$ cat config.mk
export PLATFORM = sky130hd
export DESIGN_NAME = count_sched
export DESIGN_NICKNAME = d
export VERILOG_FILES = /design/src/rtl/count_sched_pkg.sv /design/src/rtl/count_rr_arb.sv /design/src/rtl/count_sched.sv
export SDC_FILE = /design/constraint.sdc
export NUM_CORES = 1
export LEC_CHECK = 0
export ABC_AREA = 1
export CAP_MARGIN = 10
export CORE_AREA = 2 2 76 78
export DETAILED_ROUTE_END_ITERATION = 10
export DIE_AREA = 0 0 78 80
export PLACE_DENSITY = 0.87
export SETUP_SLACK_MARGIN = 0.05
export SYNTH_ARGS = -nofsm -noshare
export SYNTH_HDL_FRONTEND = slang
export SYNTH_SLANG_ARGS = --single-unit
$ cat constraint.sdc
create_clock -name clock -period 2.6 [get_ports clock]
set_clock_uncertainty 0.1 [all_clocks]
set_input_delay 0.65 -clock clock [delete_from_list [all_inputs] [get_ports clock]]
set_output_delay 0.65 -clock clock [all_outputs]
set_load 0.03 [all_outputs]
$ cat src/rtl/count_sched_pkg.sv
// Shared types and default widths for the count scheduler.
package count_sched_pkg;
    localparam int W_COE_DEF = 8;
    localparam int LW_DEF    = 8;

    typedef enum logic [1:0] {
        ST_IDLE = 2'd0,
        ST_LOAD = 2'd1,
        ST_RUN  = 2'd2,
        ST_DONE = 2'd3
    } state_t;
endpackage

$ cat src/rtl/count_rr_arb.sv
// Two-input round-robin arbiter: the requester other than the last-granted one wins ties.
module count_rr_arb (
    input  logic [1:0] req,
    input  logic [1:0] mask,
    input  logic       last,
    output logic [1:0] gnt
);
    logic [1:0] elig;

    assign elig = req & ~mask;

    always_comb begin
        gnt = 2'b00;
        case (elig)
            2'b01:   gnt = 2'b01;
            2'b10:   gnt = 2'b10;
            2'b11:   gnt = last ? 2'b01 : 2'b10;
            default: gnt = 2'b00;
        endcase
    end
endmodule

$ cat src/rtl/count_sched.sv
// Schedules counting jobs from two requesters onto one external counter datapath.
module count_sched
    import count_sched_pkg::*;
#(
    parameter int W_COE = W_COE_DEF,
    parameter int LW    = LW_DEF
) (
    input  logic               clock,
    input  logic               reset,
    input  logic [1:0]         req,
    input  logic [2*W_COE-1:0] req_start,
    input  logic [2*W_COE-1:0] req_step,
    input  logic [2*LW-1:0]    req_len,
    output logic [1:0]         gnt,
    output logic               cnt_load,
    output logic [W_COE-1:0]   cnt_load_val,
    output logic [W_COE-1:0]   cnt_step,
    output logic               cnt_en,
    input  logic [W_COE-1:0]   cnt_val,
    output logic [1:0]         done,
    output logic [W_COE-1:0]   result,
    output logic               busy
);
    logic [W_COE-1:0] start_arr [2];
    logic [W_COE-1:0] step_arr  [2];
    logic [LW-1:0]    len_arr   [2];

    for (genvar gi = 0; gi < 2; gi++) begin : g_unpack
        assign start_arr[gi] = req_start[gi*W_COE +: W_COE];
        assign step_arr[gi]  = req_step[gi*W_COE +: W_COE];
        assign len_arr[gi]   = req_len[gi*LW +: LW];
    end

    state_t           state_reg, state_next;
    logic             owner_reg, owner_next;
    logic             last_reg, last_next;
    logic [LW-1:0]    len_reg, len_next;
    logic [1:0]       gnt_reg, gnt_next;
    logic             cnt_load_reg, cnt_load_next;
    logic             cnt_en_reg, cnt_en_next;
    logic [W_COE-1:0] load_val_reg, load_val_next;
    logic [W_COE-1:0] step_reg, step_next;
    logic [1:0]       done_reg, done_next;
    logic [W_COE-1:0] result_reg, result_next;
    logic [1:0]       arb_gnt;

    // A requester whose done pulse is still high cannot be re-granted that cycle.
    count_rr_arb u_arb (
        .req  (req),
        .mask (done_reg),
        .last (last_reg),
        .gnt  (arb_gnt)
    );

    always_comb begin
        state_next    = state_reg;
        owner_next    = owner_reg;
        last_next     = last_reg;
        len_next      = len_reg;
        load_val_next = load_val_reg;
        step_next     = step_reg;
        result_next   = result_reg;
        done_next     = 2'b00;
        case (state_reg)
            ST_IDLE: begin
                if (arb_gnt != 2'b00) begin
                    state_next    = ST_LOAD;
                    owner_next    = arb_gnt[1];
                    last_next     = arb_gnt[1];
                    len_next      = len_arr[arb_gnt[1]];
                    load_val_next = start_arr[arb_gnt[1]];
                    step_next     = step_arr[arb_gnt[1]];
                end
            end
            ST_LOAD: begin
                if (!req[owner_reg])
                    state_next = ST_IDLE;
                else if (len_reg == '0)
                    state_next = ST_DONE;
                else
                    state_next = ST_RUN;
            end
            ST_RUN: begin
                if (!req[owner_reg]) begin
                    state_next = ST_IDLE;
                end else begin
                    len_next = len_reg - LW'(1);
                    if (len_reg == LW'(1))
                        state_next = ST_DONE;
                end
            end
            ST_DONE: begin
                state_next           = ST_IDLE;
                done_next[owner_reg] = 1'b1;
                result_next          = cnt_val;
            end
            default: state_next = ST_IDLE;
        endcase
        // Outputs are registered from the next state so they line up with the state they describe.
        gnt_next      = (state_next != ST_IDLE) ? (2'b01 << owner_next) : 2'b00;
        cnt_load_next = (state_next == ST_LOAD);
        cnt_en_next   = (state_next == ST_RUN);
    end

    always_ff @(posedge clock or posedge reset) begin
        if (reset) begin
            state_reg    <= ST_IDLE;
            owner_reg    <= 1'b0;
            last_reg     <= 1'b1;
            len_reg      <= '0;
            gnt_reg      <= 2'b00;
            cnt_load_reg <= 1'b0;
            cnt_en_reg   <= 1'b0;
            load_val_reg <= '0;
            step_reg     <= '0;
            done_reg     <= 2'b00;
            result_reg   <= '0;
        end else begin
            state_reg    <= state_next;
            owner_reg    <= owner_next;
            last_reg     <= last_next;
            len_reg      <= len_next;
            gnt_reg      <= gnt_next;
            cnt_load_reg <= cnt_load_next;
            cnt_en_reg   <= cnt_en_next;
            load_val_reg <= load_val_next;
            step_reg     <= step_next;
            done_reg     <= done_next;
            result_reg   <= result_next;
        end
    end

    assign gnt          = gnt_reg;
    assign cnt_load     = cnt_load_reg;
    assign cnt_load_val = load_val_reg;
    assign cnt_step     = step_reg;
    assign cnt_en       = cnt_en_reg;
    assign done         = done_reg;
    assign result       = result_reg;
    assign busy         = (state_reg != ST_IDLE);
endmodule

==> metrics.csv <==
metric,value,unit
crit_type,register to primary output,
die_h,80,µm
finalCritPeriodShare,90.0,%
worstPathBufferInverterCount,2,
r2r-end,len_reg[0],
cts_tree,built,
hold_viol,0,
drc_errors,0,
max_cap_violations,0,
grt.busiest_layer,met2,
p_int,2.18,mW
ant_nets,0,
antenna_found_initial,0,
core,5410,µm²
setup_tns,0,ns
min_from,last_reg,
cts_resized,0,
wl_per_cell,12.9,µm
crit_slowest_cell,clkdlybuf4s50_1,
clock_latency,0.29,ns
outcome,finished clean,
power.share.combinational,57.3,%
die-area,6240,µm²
cp-end-kind,primary output,
cp.required,1.85,ns
use_met1,23.5,%
ys_seq_area_share,48.1,%
power_leakage,1.53,nW
cts_buffers,5,
first_pass_iters,4,
diodes,0,
power,3.96,mW
place.gp.congestion,0.918,
ys_types,24,
p_seq_share,30.1,%
grt_setup_unrepaired,false,
grt_max_degree,23,
ys.warnings.count,0,
drive_above_1_share,9.12,%
cts-htree-levels,2,
hold-path-endpoint,last_reg,
crit_family,buffers and inverters,
path_clk_slew,0.07,ns
vias,2139,
netlist_area,2190,µm²
hpwl,4500,µm
drtIter0Drc,76,
yosysTopAreaCell,dfrtp_1,
grt_pass1_wl,9420,µm
first_global_vias,2115,
max_slew_margin,49.8,%
nets,435,
max_freq,427,MHz
routed_via_density,4.81,
rows,27,
gr-usage-all-layers,19.1,%
cts_num_sinks,42,
syn_area_per_cell,7.90,µm²
worstMarginPinSlew,0.748,ns
slowest_delay,0.59,ns
crit_path_cell_trace,nor2_2 -> inv_1 -> clkdlybuf4s50_1,
switching_share,44.9,%
area_growth_syn_to_layout,49.1,%
crit_arrival,1.59,ns
hp-class,register to register,
synth_cells,277,
synth_fp_nets,340,
finalMaxSlewViolations,0,
synth.top_cell.area_share,46.9,%
io_buffers,90,
final-setup-viol-count,0,
grt_overflow,0,
wirelength,5750,µm
reg2reg_depth,6,
dieWidth,78,µm
fin_crit,2.34,ns
reg2reg_from,state_reg[0],
p_switching,1.78,mW
cts_buffer_depth,2,
synthTopCellsByArea,"dfrtp_1 (47%), nand2_1 (13%), a21oi_1 (8.2%)",
cp-start-kind,register,
postCtsSetupBuffers,0,
ios,91,
start_util,40.5,%
met2_usage,32.4,%
ys_seq_elements,42,
cellPowerDensity,1210,nW/µm²
vdd_drop_max,0.732,mV
p_clk_share,12.6,%
cts_hold_buf,0,
path_max_fanout,4,
grtUsageMet3,5.43,%
r2r_slack,0.88,ns
cts-root-buf,clkbuf_8,
min_path_cells,2,
==> worst reg2reg max path, stage by stage (launching register included) <==
cell	delay [ns]
dfrtp_1	0.43
nor2_2	0.22
nand2_2	0.16
nand2_1	0.33
inv_1	0.19
nor2_1	0.12
a21oi_1	0.07
==> final cells by class <==
cell class                      count  area [µm²]
Multi-Input combinational cell    193         932
Inverter                           33         126
Clock buffer                        7        76.3
Sequential cell                    42        1050
Clock inverter                      1        30.0
Timing Repair Buffer               97         953
Fill cell                         476        2140
Tap cell                           72        90.1
==> cell usage after synthesis, drive strengths merged <==
cell	instances
dfstp	1
dfrtp	41
nand3b	3
nand2	80
a21oi	36
o21ai	5
nand3	20
buf	9
inv	33
mux2	8
ha	3
nand4	1
nor2	36
nor3	1
==> power groups by stage <==
| stage | clock network, mW | logic, mW | registers (mW) |
|---|---|---|---|
| after global routing | 0.535 | 2.50 | 1.23 |
| after detailed placement | 0 | 2.28 | 1.20 |
| after CTS | 0.511 | 2.28 | 1.19 |
| final | 0.499 | 2.27 | 1.19 |
| after global placement | 0 | 2.21 | 1.18 |
| after floorplan | 0 | 1.06 | 1.61 |
==> metrics by stage <==
stage | utilization [%] | hold WS, ns | std cells | setup slack [ns] | area [µm²]
final | 60.3 | 0.381 | 445 | 0.260 | 3260
after global routing | 60.3 | 0.402 | 445 | 0.189 | 3260
after CTS | 60.3 | 0.384 | 445 | 0.232 | 3260
after detailed placement | 58.4 | 0.366 | 437 | 0.225 | 3150
after global placement | 58.4 | 0.366 | 437 | 0.259 | 3150
after floorplan | - | 0.326 | 277 | 0.877 | 2190
==> logic make-up (layout without fill, tap and decap cells) <==
kind of cell               after synthesis  after routing  share of synthesized area, %
adders and majority gates                3              3                          1.72
buffers and inverters                   42            138                          9.27
and+or+nand+nor                        141            141                          27.4
muxes                                    8              8                          4.12
DFF                                     42             42                          48.1
AOI/OAI and AO/OA                       41             41                          9.38
==> metal layers <==
| layer | vias to the layer above | routed length, µm | part of all wire [%] |
|---|---|---|---|
| met5 | - | 0 | 0 |
| met4 | 0 | 74 | 1.3 |
| met3 | 9 | 400 | 7.0 |
| met2 | 68 | 2750 | 48 |
| met1 | 998 | 2520 | 44 |
| li1 | 1064 | - | - |
==> cell usage in the layout, fill, tap and decap left out, drive strengths merged <==
cell type	instances
mux2	8
buf	7
nand3	20
bufinv	1
dfstp	1
inv	32
clkinv	1
clkbuf	7
nand4	1
a21oi	36
nand3b	3
o21ai	5
clkdlybuf4s50	90
nor3	1
ha	3
nand2	80
nor2	36
dfrtp	41
==> worst max path at each step <==
stage          slack, ns               to          from  cells after the start
6_report            0.26             busy  state_reg[0]                      3
4_1_cts             0.23             busy  state_reg[0]                      3
5_1_grt             0.19             busy  state_reg[0]                      3
3_5_place_dp        0.23  cnt_load_val[0]        req[0]                      9
2_1_floorplan       0.88           cnt_en         reset                      1
3_3_place_gp        0.26       len_reg[0]        req[0]                      8
Power figures use the tool's default switching activity.
==> variant: new RTL, config.mk and constraints unchanged <==
Make the reset (`reset`) synchronous in one clocked block.
--- a/src/rtl/count_sched.sv
+++ b/src/rtl/count_sched.sv
@@ -103,5 +103,5 @@
     end
 
-    always_ff @(posedge clock or posedge reset) begin
+    always_ff @(posedge clock) begin
         if (reset) begin
             state_reg    <= ST_IDLE;
Behaviour: differs if reset is asserted again (counterexample within 4 cycles, from zero or initial values and one cycle with reset high); with reset held inactive, the same outputs for 10 cycles.
==> variant against the original RTL <==
Routed wire length rose by 3.1%. Non-clock buffer count fell by 1. Register-to-register slack got worse by 0.07 ns. Sequential cell count did not move. Design area fell by 0.88%. Maximum frequency rose by 1.7%. Area after synthesis rose by 1.7%. Worst setup slack improved by 0.039 ns. Critical path type is now in2reg. Critical endpoint is now len_reg[0]$_SDFFE_PP0P_. Largest cell class is now multi-input gates.
Power is not compared: it rests on default switching activity, and its combinational part moved more than twofold at a synthesized area within 25%.
==> variant: results (changes against the original RTL) <==
Outcome
  • Status: completed

Yosys
  • Post-synth top cells: 42 x dfxtp_1, 39 x nor2_1, 32 x nand2_1, 28 x nor3_2, 23 x o21ai_0
  • Yosys warning count: 0 (unchanged)
  • Seq/Total Area, Yosys: 0.378 (-0.103)
  • Post-Syn Nets: 354 (+4.1%)
  • Ys async rst share: 0 (-1.00)
  • Library cells used by synthesis: 29 (+21%)
  • Top cells by area, synth: dfxtp_1 38%, nor3_2 13%, nor2_1 6.6%

Timing
  • Least-Margin Pin Slew: 0.887 ns (+0.139 ns)
  • Final hold slack: 0.393 ns (+0.0123 ns)

Final layout
  • Layout Nets: 441 (+1.4%)
  • Layout cells sized above 1: 0.166 (+0.0751)

Placed design
  • GPL Wtd Cong: 0.857 (-6.7%)
  • Hpwl dp: 4.37 mm (-2.9%)
  • Buffers on Ports: 90 (unchanged)

Routing
  • Routed Wire Length: 5.93 mm (+3.1%)
  • DR vias: 2265 (+5.9%)
  • Drt first-iter violations: 147 (+93%)

GRT
  • Largest net degree at the start of global routing: 25 (+8.7%)
  • M2 GR Usage: 0.350 (+0.0259)
  • Met1 Use GR: 0.224 (-0.0113)
  • GR Util met3: 0.0690 (+0.0147)
  • Vias in the first global route: 2201 (+4.1%)
  • First-pass GRT wire length: 9.89 mm (+5.0%)
  • All-Layer GR Usage: 0.199 (+0.00824)

Critical path
  • CP max-delay cell: a21oi_4
  • Worst r2r src: done[1]$_SDFF_PP0_
  • Crit path max-delay family: compound AO/OA/AOI/OAI gates
  • R2R cell count: 7 (+1)
  • Worst reg2reg setup slack: 0.81 ns (-0.07 ns)
  • Worst path arrival time: 2.44 ns (+0.85 ns)
  • Worst-path fanout max: 24 (+20)
  • Worst flop-to-flop path endpoint: len_reg[0]$_SDFFE_PP0P_
  • CP peak stage delay: 0.69 ns (+0.10 ns)

Clock network
  • Post-CTS setup buffer count: 0 (unchanged)
  • Clock Latency Late Sink: 0.31 ns (+0.02 ns)
  • Bufs on Longest Clock Path: 2 (unchanged)
  • Clk slew on worst S/H paths: 0.08 ns

Min path
  • Worst hold start: result[4]$_SDFFE_PP0N_
  • Hold Path End: result[4]$_SDFFE_PP0N_

Power
  • Leak pwr: 1.29 nW
## variant: changes by cell type after synthesis, moves of 21 or more
cell,before,now
a21oi_1,36,8
dfrtp_1,41,0
dfxtp_1,0,42
nand2_1,77,32
nor3_1,1,22
nor3_2,0,28
o21ai_0,2,23
## variant: worst max-delay path by stage
stage               startpoint                      endpoint
finish                  req[1]       len_reg[0]$_SDFFE_PP0P_
global route            req[1]       len_reg[0]$_SDFFE_PP0P_
CTS                     req[1]       len_reg[0]$_SDFFE_PP0P_
detailed placement      req[0]       len_reg[0]$_SDFFE_PP0P_
global placement        req[0]       len_reg[0]$_SDFFE_PP0P_
floorplan               req[1]  cnt_load_val[0]$_SDFFE_PP0P_
## variant: routing by layer
metal	up-vias	wire [µm]	share of wire
met2	93	2860	0.48
met3	10	498	0.084
met5	-	0	0
met1	1026	2460	0.42
li1	1136	-	-
met4	0	110	0.019
## variant: logic make-up after synthesis
kind of cell	after synthesis	synth area share
and+or+nand+nor	146	0.359
AOI/OAI and AO/OA	56	0.145
buffers and inverters	44	0.101
DFF	42	0.378
adders and majority gates	3	0.0169
## variant: through the flow
step                TNS, ns   util  cells  setup WS [ns]  area [µm²]
floorplan                 0      -    291           1.00        2220
global placement          0  0.581    443          0.118        3140
detailed placement  -0.0162  0.581    443        -0.0162        3140
CTS                       0  0.598    451          0.301        3230
global route              0  0.598    451          0.220        3230
finish                    0  0.598    451          0.299        3230
## variant: layout make-up
cell class                 instances  area, µm²
fill                             480       2170
clock buffer                       7       86.3
sequential                        42        841
multi-input combinational        205       1160
clock inverter                     1       5.00
inverter                          28        105
tap                               72       90.1
timing repair buffer              96        946
## variant: report_power, final
group | internal (W) | total [W] | switching (W)
registers | 0.000711 | 0.000761 | 0.0000506
logic | 0.000270 | 0.000625 | 0.000355
clock network | 0.000214 | 0.000440 | 0.000226
total | 0.00119 | 0.00183 | 0.000632
## variant: worst register-to-register path, cell delays in order (launching register included)
cell	delay, ns
dfxtp_1	0.32
inv_1	0.07
nand2_2	0.09
a21oi_4	0.69
nor2_1	0.10
nor2_1	0.12
o21ai_0	0.10
a21oi_1	0.15
